`config.mk`:
```
export PLATFORM = sky130hd
export DESIGN_NAME = prio_pkt_drain
export DESIGN_NICKNAME = d
export VERILOG_FILES = /design/src/rtl/prio_pkt_drain.sv
export SDC_FILE = /design/constraint.sdc
export NUM_CORES = 1
export LEC_CHECK = 0
export CELL_PAD_IN_SITES_DETAIL_PLACEMENT = 0
export CELL_PAD_IN_SITES_GLOBAL_PLACEMENT = 1
export CORE_ASPECT_RATIO = 0.8
export CORE_MARGIN = 2
export CORE_UTILIZATION = 27
export DETAILED_ROUTE_END_ITERATION = 8
export PLACE_DENSITY = 0.79
export SYNTH_ARGS = -nofsm -noshare
export SYNTH_HDL_FRONTEND = slang
export SYNTH_SLANG_ARGS = --single-unit
```
`constraint.sdc`:
```
create_clock -name clk -period 3.1 [get_ports clk]
set_input_delay 0.465 -clock clk [delete_from_list [all_inputs] [get_ports clk]]
set_output_delay 0.465 -clock clk [all_outputs]
set_load 0.05 [all_outputs]
```
`src/rtl/prio_pkt_drain.sv`:
```
// Strict-priority packet drain: pops one whole packet from the highest-priority ready FIFO into
// SRAM at a wrapping write pointer, then hands a descriptor to the queue manager.
module prio_pkt_drain #(
  parameter int unsigned DATA_W  = 16,
  parameter int unsigned NUM_PRI = 8,
  parameter int unsigned ADDR_W  = 14
) (
  input  logic                      clk,
  input  logic                      rst,
  input  logic [NUM_PRI-1:0]        fifo_ready_i,
  input  logic [NUM_PRI-1:0]        fifo_sop_i,
  input  logic [NUM_PRI-1:0]        fifo_eop_i,
  input  logic [NUM_PRI-1:0]        fifo_vld_i,
  input  logic [NUM_PRI*DATA_W-1:0] fifo_data_i,
  output logic [NUM_PRI-1:0]        fifo_next_o,
  input  logic                      sram_wr_rdy_i,
  output logic                      sram_we_o,
  output logic [ADDR_W-1:0]         sram_addr_o,
  output logic [DATA_W-1:0]         sram_wdata_o,
  output logic                      desc_vld_o,
  input  logic                      desc_rdy_i,
  output logic [2:0]                desc_pri_o,
  output logic [ADDR_W-1:0]         desc_addr_o,
  output logic [ADDR_W:0]           desc_len_o,
  output logic                      desc_err_o,
  output logic [7:0]                drop_cnt_o
);

  typedef enum logic [1:0] {StIdle, StXfer, StDesc} state_e;

  state_e            state_q, state_d;
  logic [2:0]        grant_q, grant_d;
  logic [ADDR_W-1:0] wptr_q, wptr_d;
  logic [ADDR_W-1:0] start_q, start_d;
  logic [ADDR_W:0]   len_q, len_d;
  logic              err_q, err_d;
  logic [7:0]        drop_q, drop_d;

  logic [2:0]        pick;
  logic              head_sop, head_eop, head_vld, head_rdy;
  logic [DATA_W-1:0] head_data;
  logic              pop, discard, wr, in_desc;
  logic [ADDR_W:0]   len_inc;

  // Lowest ready index wins.
  always_comb begin
    pick = '0;
    for (int i = int'(NUM_PRI) - 1; i >= 0; i--) begin
      if (fifo_ready_i[i]) pick = 3'(i);
    end
  end

  always_comb begin
    head_rdy  = fifo_ready_i[grant_q];
    head_sop  = fifo_sop_i[grant_q];
    head_eop  = fifo_eop_i[grant_q];
    head_vld  = fifo_vld_i[grant_q];
    head_data = fifo_data_i[32'(grant_q) * DATA_W +: DATA_W];
    len_inc   = len_q + 1'b1;
    pop       = !rst && (state_q == StXfer) && head_rdy && sram_wr_rdy_i;
    // Words outside a sop-started packet, or flagged invalid, are popped and thrown away.
    discard   = !head_vld || (!head_sop && (len_q == '0));
    wr        = pop && !discard;
    in_desc   = !rst && (state_q == StDesc);
  end

  always_comb begin
    fifo_next_o = '0;
    if (pop) fifo_next_o[grant_q] = 1'b1;
    sram_we_o    = wr;
    sram_addr_o  = wr ? wptr_q : '0;
    sram_wdata_o = wr ? head_data : '0;
    desc_vld_o   = in_desc;
    desc_pri_o   = in_desc ? grant_q : '0;
    desc_addr_o  = in_desc ? start_q : '0;
    desc_len_o   = in_desc ? len_q : '0;
    desc_err_o   = in_desc ? err_q : 1'b0;
    drop_cnt_o   = drop_q;
  end

  always_comb begin
    state_d = state_q;
    grant_d = grant_q;
    wptr_d  = wptr_q;
    start_d = start_q;
    len_d   = len_q;
    err_d   = err_q;
    drop_d  = drop_q;
    unique case (state_q)
      StIdle: begin
        if (|fifo_ready_i) begin
          grant_d = pick;
          start_d = wptr_q;
          len_d   = '0;
          err_d   = 1'b0;
          state_d = StXfer;
        end
      end
      StXfer: begin
        if (pop && discard) begin
          if (drop_q != 8'hff) drop_d = drop_q + 8'd1;
        end else if (wr) begin
          wptr_d = wptr_q + 1'b1;
          len_d  = len_inc;
          // A full-size packet without eop is truncated here; its tail drops as sop-less.
          err_d  = err_q | (head_sop && (len_q != '0)) | (len_inc[ADDR_W] && !head_eop);
          if (head_eop || len_inc[ADDR_W]) state_d = StDesc;
        end
      end
      StDesc: begin
        if (desc_rdy_i) state_d = StIdle;
      end
      default: state_d = StIdle;
    endcase
  end

  always_ff @(posedge clk) begin
    if (rst) begin
      state_q <= StIdle;
      grant_q <= '0;
      wptr_q  <= '0;
      start_q <= '0;
      len_q   <= '0;
      err_q   <= 1'b0;
      drop_q  <= '0;
    end else begin
      state_q <= state_d;
      grant_q <= grant_d;
      wptr_q  <= wptr_d;
      start_q <= start_d;
      len_q   <= len_d;
      err_q   <= err_d;
      drop_q  <= drop_d;
    end
  end

endmodule
```
# Word level (Yosys, flattened, before mapping)
# Index checks and enable logic that the tools add are counted.
# totals
register_bits,57
word_cells,90
# op_classes
addsub,3
n_lt_le_gt_ge,2
eq_ne,8
shifts,1
n_mux,39
n_bitwise,3
n_reduce_logical,27
# op_table
op,n
$shiftx 128x8->16,1
$mux 15,4
$pmux 15 s2,1
$mux 14,2
$mux 3,9
$mux 16,1
$add 15x1->15 const B,1
$logic_not 15->1,1
$reduce_bool 15->1,1
$add 14x1->14 const B,1
$bmux 1 s3,4
$logic_and 1x1->1,10
$mux 2,5
$mux 1,9
$add 8x1->8 const B,1
$mux 8,1
$ne 2x2->1 const B,4
$ne 8x8->1 const B,1
$reduce_or 8->1,1
$pmux 2 s3,1
$reduce_and 3->1,2
$logic_not 1->1,5
$reduce_and 5->1,1
$lt 3x4->1 const B,1
other kinds (13),15

# Depth between registers and ports, before layout
# logic_depth
word_depth,10
ltp_mapped,9
ltp_nobuf,8

# Worst setup path before layout
# No wires, ideal clock.
# synth_path
path_type,flip-flop to output port
startpoint,register grant_q[2]
endpoint,output sram_wdata_o[5]
arrival_time_ns,3.898
setup_slack_ns,-1.263
stages_incl_launch_ff,8
cell_sequence,dfxtp_1 buf_2 buf_1 clkbuf_1 mux2i_1 a21oi_1 nor2_1 a2111oi_0
# synth_via
elab_chain_cells,8
word_cells_on_any_way,16
# synth_lines
element,line_no,text
from (decl),32,"logic [2:0] grant_q, grant_d;"
from (signal assigned),128,grant_q <= grant_d;
"parallel branches: the longest is 7 deep, another holds $shiftx 128x8->16",-,
$mux 16 *,72,sram_wdata_o = wr ? head_data : '0;
to (decl),19,"output logic [DATA_W-1:0] sram_wdata_o,"
# Every way passes the cells marked *. The select of a mux whose other input is x is not followed.

# Final worst setup path
# layout_path
startpoint,input fifo_sop_i[4]
endpoint,output sram_wdata_o[6]
# layout_via
elab_chain_cells,8
# layout_lines
element,line_no,text
from (decl),11,"input logic [NUM_PRI-1:0] fifo_sop_i,"
$bmux 1 s3,55,head_sop = fifo_sop_i[grant_q];
$mux 1 (implied by the code),55,
$logic_not 1->1,62,discard = !head_vld || (!head_sop && (len_q == '0));
$logic_and 1x1->1,62,
$logic_or 1x1->1,62,
$logic_not 1->1,63,wr = pop && !discard;
$logic_and 1x1->1,63,
$mux 16,72,
# No other way between the ends. The select of a mux whose other input is x is not followed.

==> flow_metrics.py <==
metrics = {
    "cells_and_area": {
        "multi_input_area_mm2": 0.003187,
        "area_growth_pct": 86.31,
        "mostFrequentLayoutCell": "clkdlybuf4s50_1",
        "nNetsFinal": 977,
        "layout-drive-gt1-share": 0.2128,
        "ff_latch_area_mm2": 0.001152,
        "diodes": 0,
        "n_fill_cell": 1511,
        "fin_util": 0.5102,
        "final_cell_area_mm2": 0.008392,
        "layout_common_cells": "170 x clkdlybuf4s50_1, 77 x buf_12, 64 x nand2_1",
    },
    "place": {
        "dpl_cell_area_mm2": 0.008040,
        "dpl.hpwl_um": 16100,
        "gp_congestion": 0.9229,
        "port_buffers": 244,
    },
    "synthesis": {
        "yosysSeqAreaShare": 0.2533,
        "synthesis.nets": 748,
        "syn_area_mm2": 0.004504,
        "ys_types": 55,
        "synthTopCellsByArea": "dfxtp_1 25%, mux2i_1 6.2%, mux4_2 6.0%",
        "postSynthAreaPerCell_um2": 7.766,
        "synth-edff-count": 0,
        "async_flop_share": 0,
        "ys.warnings.count": 0,
        "synthCells": 580,
        "synth-main-ff-cell": "dfxtp_1",
        "yosysTopAreaCellShare": 0.2533,
        "yosysTopAreaCell": "dfxtp_1",
        "ys_seq_elements": 57,
    },
    "global_routing": {
        "grtUsageMet1": 0.3194,
        "grt-busiest-layer": "met2",
        "grt_use_met3": 0.04601,
        "overflow": 0,
        "grt_start_max_net_pins": 51,
        "antenna_found_initial": 0,
        "grt_pass1_vias": 5458,
        "grtUsageTotal": 0.2295,
        "grt_use_met2": 0.3750,
        "grt_pass1_wl_um": 31780,
    },
    "routing": {
        "viasPerCell": 5.356,
        "drc_errors": 0,
        "antenna_left": 0,
        "drt_iter0_drc": 364,
        "wl_per_cell_um": 19.77,
        "firstDrtPassIters": 5,
        "vias": 5533,
        "routed_wl_um": 20420,
    },
    "critical_path": {
        "r2r_cells": 6,
        "crit_type": "primary input to output port",
        "crit_family": "buffers and inverters",
        "r2r_start": "grant_q[0]",
        "cpMaxStageDelayCell": "mux4_2",
        "path_max_fanout": 16,
        "path_buf_inv": 4,
        "crit_path_end_kind": "output port",
        "path_cells": "clkdlybuf4s50_1 > mux4_2 > nor2b_2 > o31a_1 > nand2_2 > buf_12 > a211oi_1 > buf_4 > buf_12",
        "r2r-end": "drop_cnt_o[5]",
        "reg2reg_slack_ns": 0.50,
        "cp-start-kind": "primary input",
        "cp.depth": 9,
        "critical_path_required_ns": 2.63,
        "arrival_ns": 2.54,
        "cpPeakStageDelay_ns": 0.45,
        "crit_top_cell": "buf_12",
    },
    "floorplan": {
        "fp.dieW_um": 148.4,
        "placementRows": 42,
        "boundaryPins": 245,
        "die-area_mm2": 0.01774,
        "start_util": 0.2738,
        "die_y_um": 119.5,
        "core_mm2": 0.01645,
    },
    "hold_path": {
        "hold_path_class": "flop to flop",
        "worstHoldStart": "err_q",
        "holdPathStages": 2,
        "worstHoldEndpoint": "err_q",
    },
    "cts": {
        "cts_setup_buffers": 0,
        "clock_tree.buffer_depth": 2,
        "htreeDepth": 3,
        "clkTransAtPathRegs_ns": 0.05,
        "cts_tree": "built",
        "clk_latency_ns": 0.33,
        "cts-root-buf": "clkbuf_16",
        "holdBufCountCts": 0,
        "cts_buffers": 9,
        "clock_sinks": 57,
    },
    "run_status": {
        "status": "finished, final reports clean",
    },
    "timing": {
        "post-route-min-period_ns": 3.004,
        "grt_setup_unrepaired": "no",
        "post-route-period-util": 0.9691,
        "hold_violations": 0,
        "fin_worst_skew_ns": 0.006389,
        "slew_violations": 0,
        "worst_pin_slew_ns": 0.6365,
        "max_freq_mhz": 332.9,
        "finalSetupViolations": 0,
        "relSlewSlack": 0.5757,
    },
    "power": {
        "leakage_nw": 2.950,
        "ir_worst_vdd_mv": 0.2419,
        "power.density_mw_per_mm2": 310.6,
    },
    "flow_run": {
        "maxCapViolCount": 0,
    },
}
timing repair:
action / 4_1_cts / 5_1_grt
setup endpoints to repair: 5 / 23
gates cloned: 0 / 0
resized for setup: 2 / 10
pin swaps: 0 / 2
power breakdown:
part	total, mW	internal [mW]	switching, mW
logic	0.792	0.401	0.391
clock network	1.05	0.718	0.327
registers	0.770	0.744	0.0261
stage by stage:
stage	worst slack (ns)	setup TNS [ns]	std cells	hold WS, ns	power [mW]
2_1_floorplan	-0.2296	-0.4912	580	0.4167	1.175
4_1_cts	0.006784	0	1033	0.4453	2.614
3_5_place_dp	0.03401	0	1018	0.4338	1.563
6_report	0.09585	0	1033	0.4411	2.607
5_1_grt	0.01461	0	1033	0.4756	2.718
3_3_place_gp	0.05367	0	1018	0.4268	1.551
metal layers:
| metal | up-vias | part of all wire |
|---|---|---|
| li1 | 2643 | - |
| met1 | 2689 | 0.45 |
| met4 | 0 | 0.0098 |
| met3 | 19 | 0.054 |
| met5 | - | 0 |
| met2 | 182 | 0.48 |
cell type report:
cell class                 instances  share of cell area
tap                              220             0.03280
inverter                          14            0.006262
clock buffer                      12             0.02937
timing repair buffer             270              0.4067
multi-input combinational        457              0.3798
clock inverter                     3            0.007753
sequential                        57              0.1373
worst max path at each step:
stage                              from                to  slack [ns]
final                     fifo_sop_i[4]   sram_wdata_o[6]         0.1
after global routing      fifo_sop_i[4]   sram_wdata_o[6]        0.01
after CTS                      len_q[0]   sram_wdata_o[0]       0.007
after detailed placement  fifo_sop_i[1]  sram_wdata_o[15]        0.03
after global placement    fifo_sop_i[5]  sram_wdata_o[15]        0.05
after floorplan              grant_q[0]   sram_wdata_o[0]       -0.23
tightest hold or removal path, delay by kind of cell (launching register included):
| kind | cells | cell delay (ns) |
|---|---|---|
| DFF | 1 | 0.31 |
| AOI/OAI and AO/OA | 1 | 0.05 |
| and+or+nand+nor | 1 | 0.04 |
kinds of logic (layout without fill, tap and decap cells):
kind of cell / count (synthesis) / count (layout) / synth area share
and+or+nand+nor: 250 / 250 / 0.2922
AOI/OAI and AO/OA: 143 / 143 / 0.2092
buffers and inverters: 66 / 299 / 0.06306
muxes: 58 / 58 / 0.1672
DFF: 57 / 57 / 0.2533
adders and majority gates: 4 / 4 / 0.01111
xor gates and xnor gates: 2 / 2 / 0.003890
state kept, by name, indices dropped and copies added, names as in the netlist:
signal      flops
drop_cnt_o      8
start_q        14
len_q          15
wptr_q         14
grant_q         3
err_q           1
state_q         2
cell usage after synthesis, types with 11 or more instances:
master and count:
mux4_2 12, mux2_2 18, nand2_1 65, o31ai_1 21, o22ai_1 14, dfxtp_1 57, or4_1 18, nand4_1 14
nand3_1 16, clkbuf_1 36, and3_1 19, mux2i_1 28, inv_1 13, nor3_1 14, nor2_1 34, and2_1 34
a21oi_1 50, o21ai_0 11, a211oi_1 14
(Power assumes the default switching activity.)
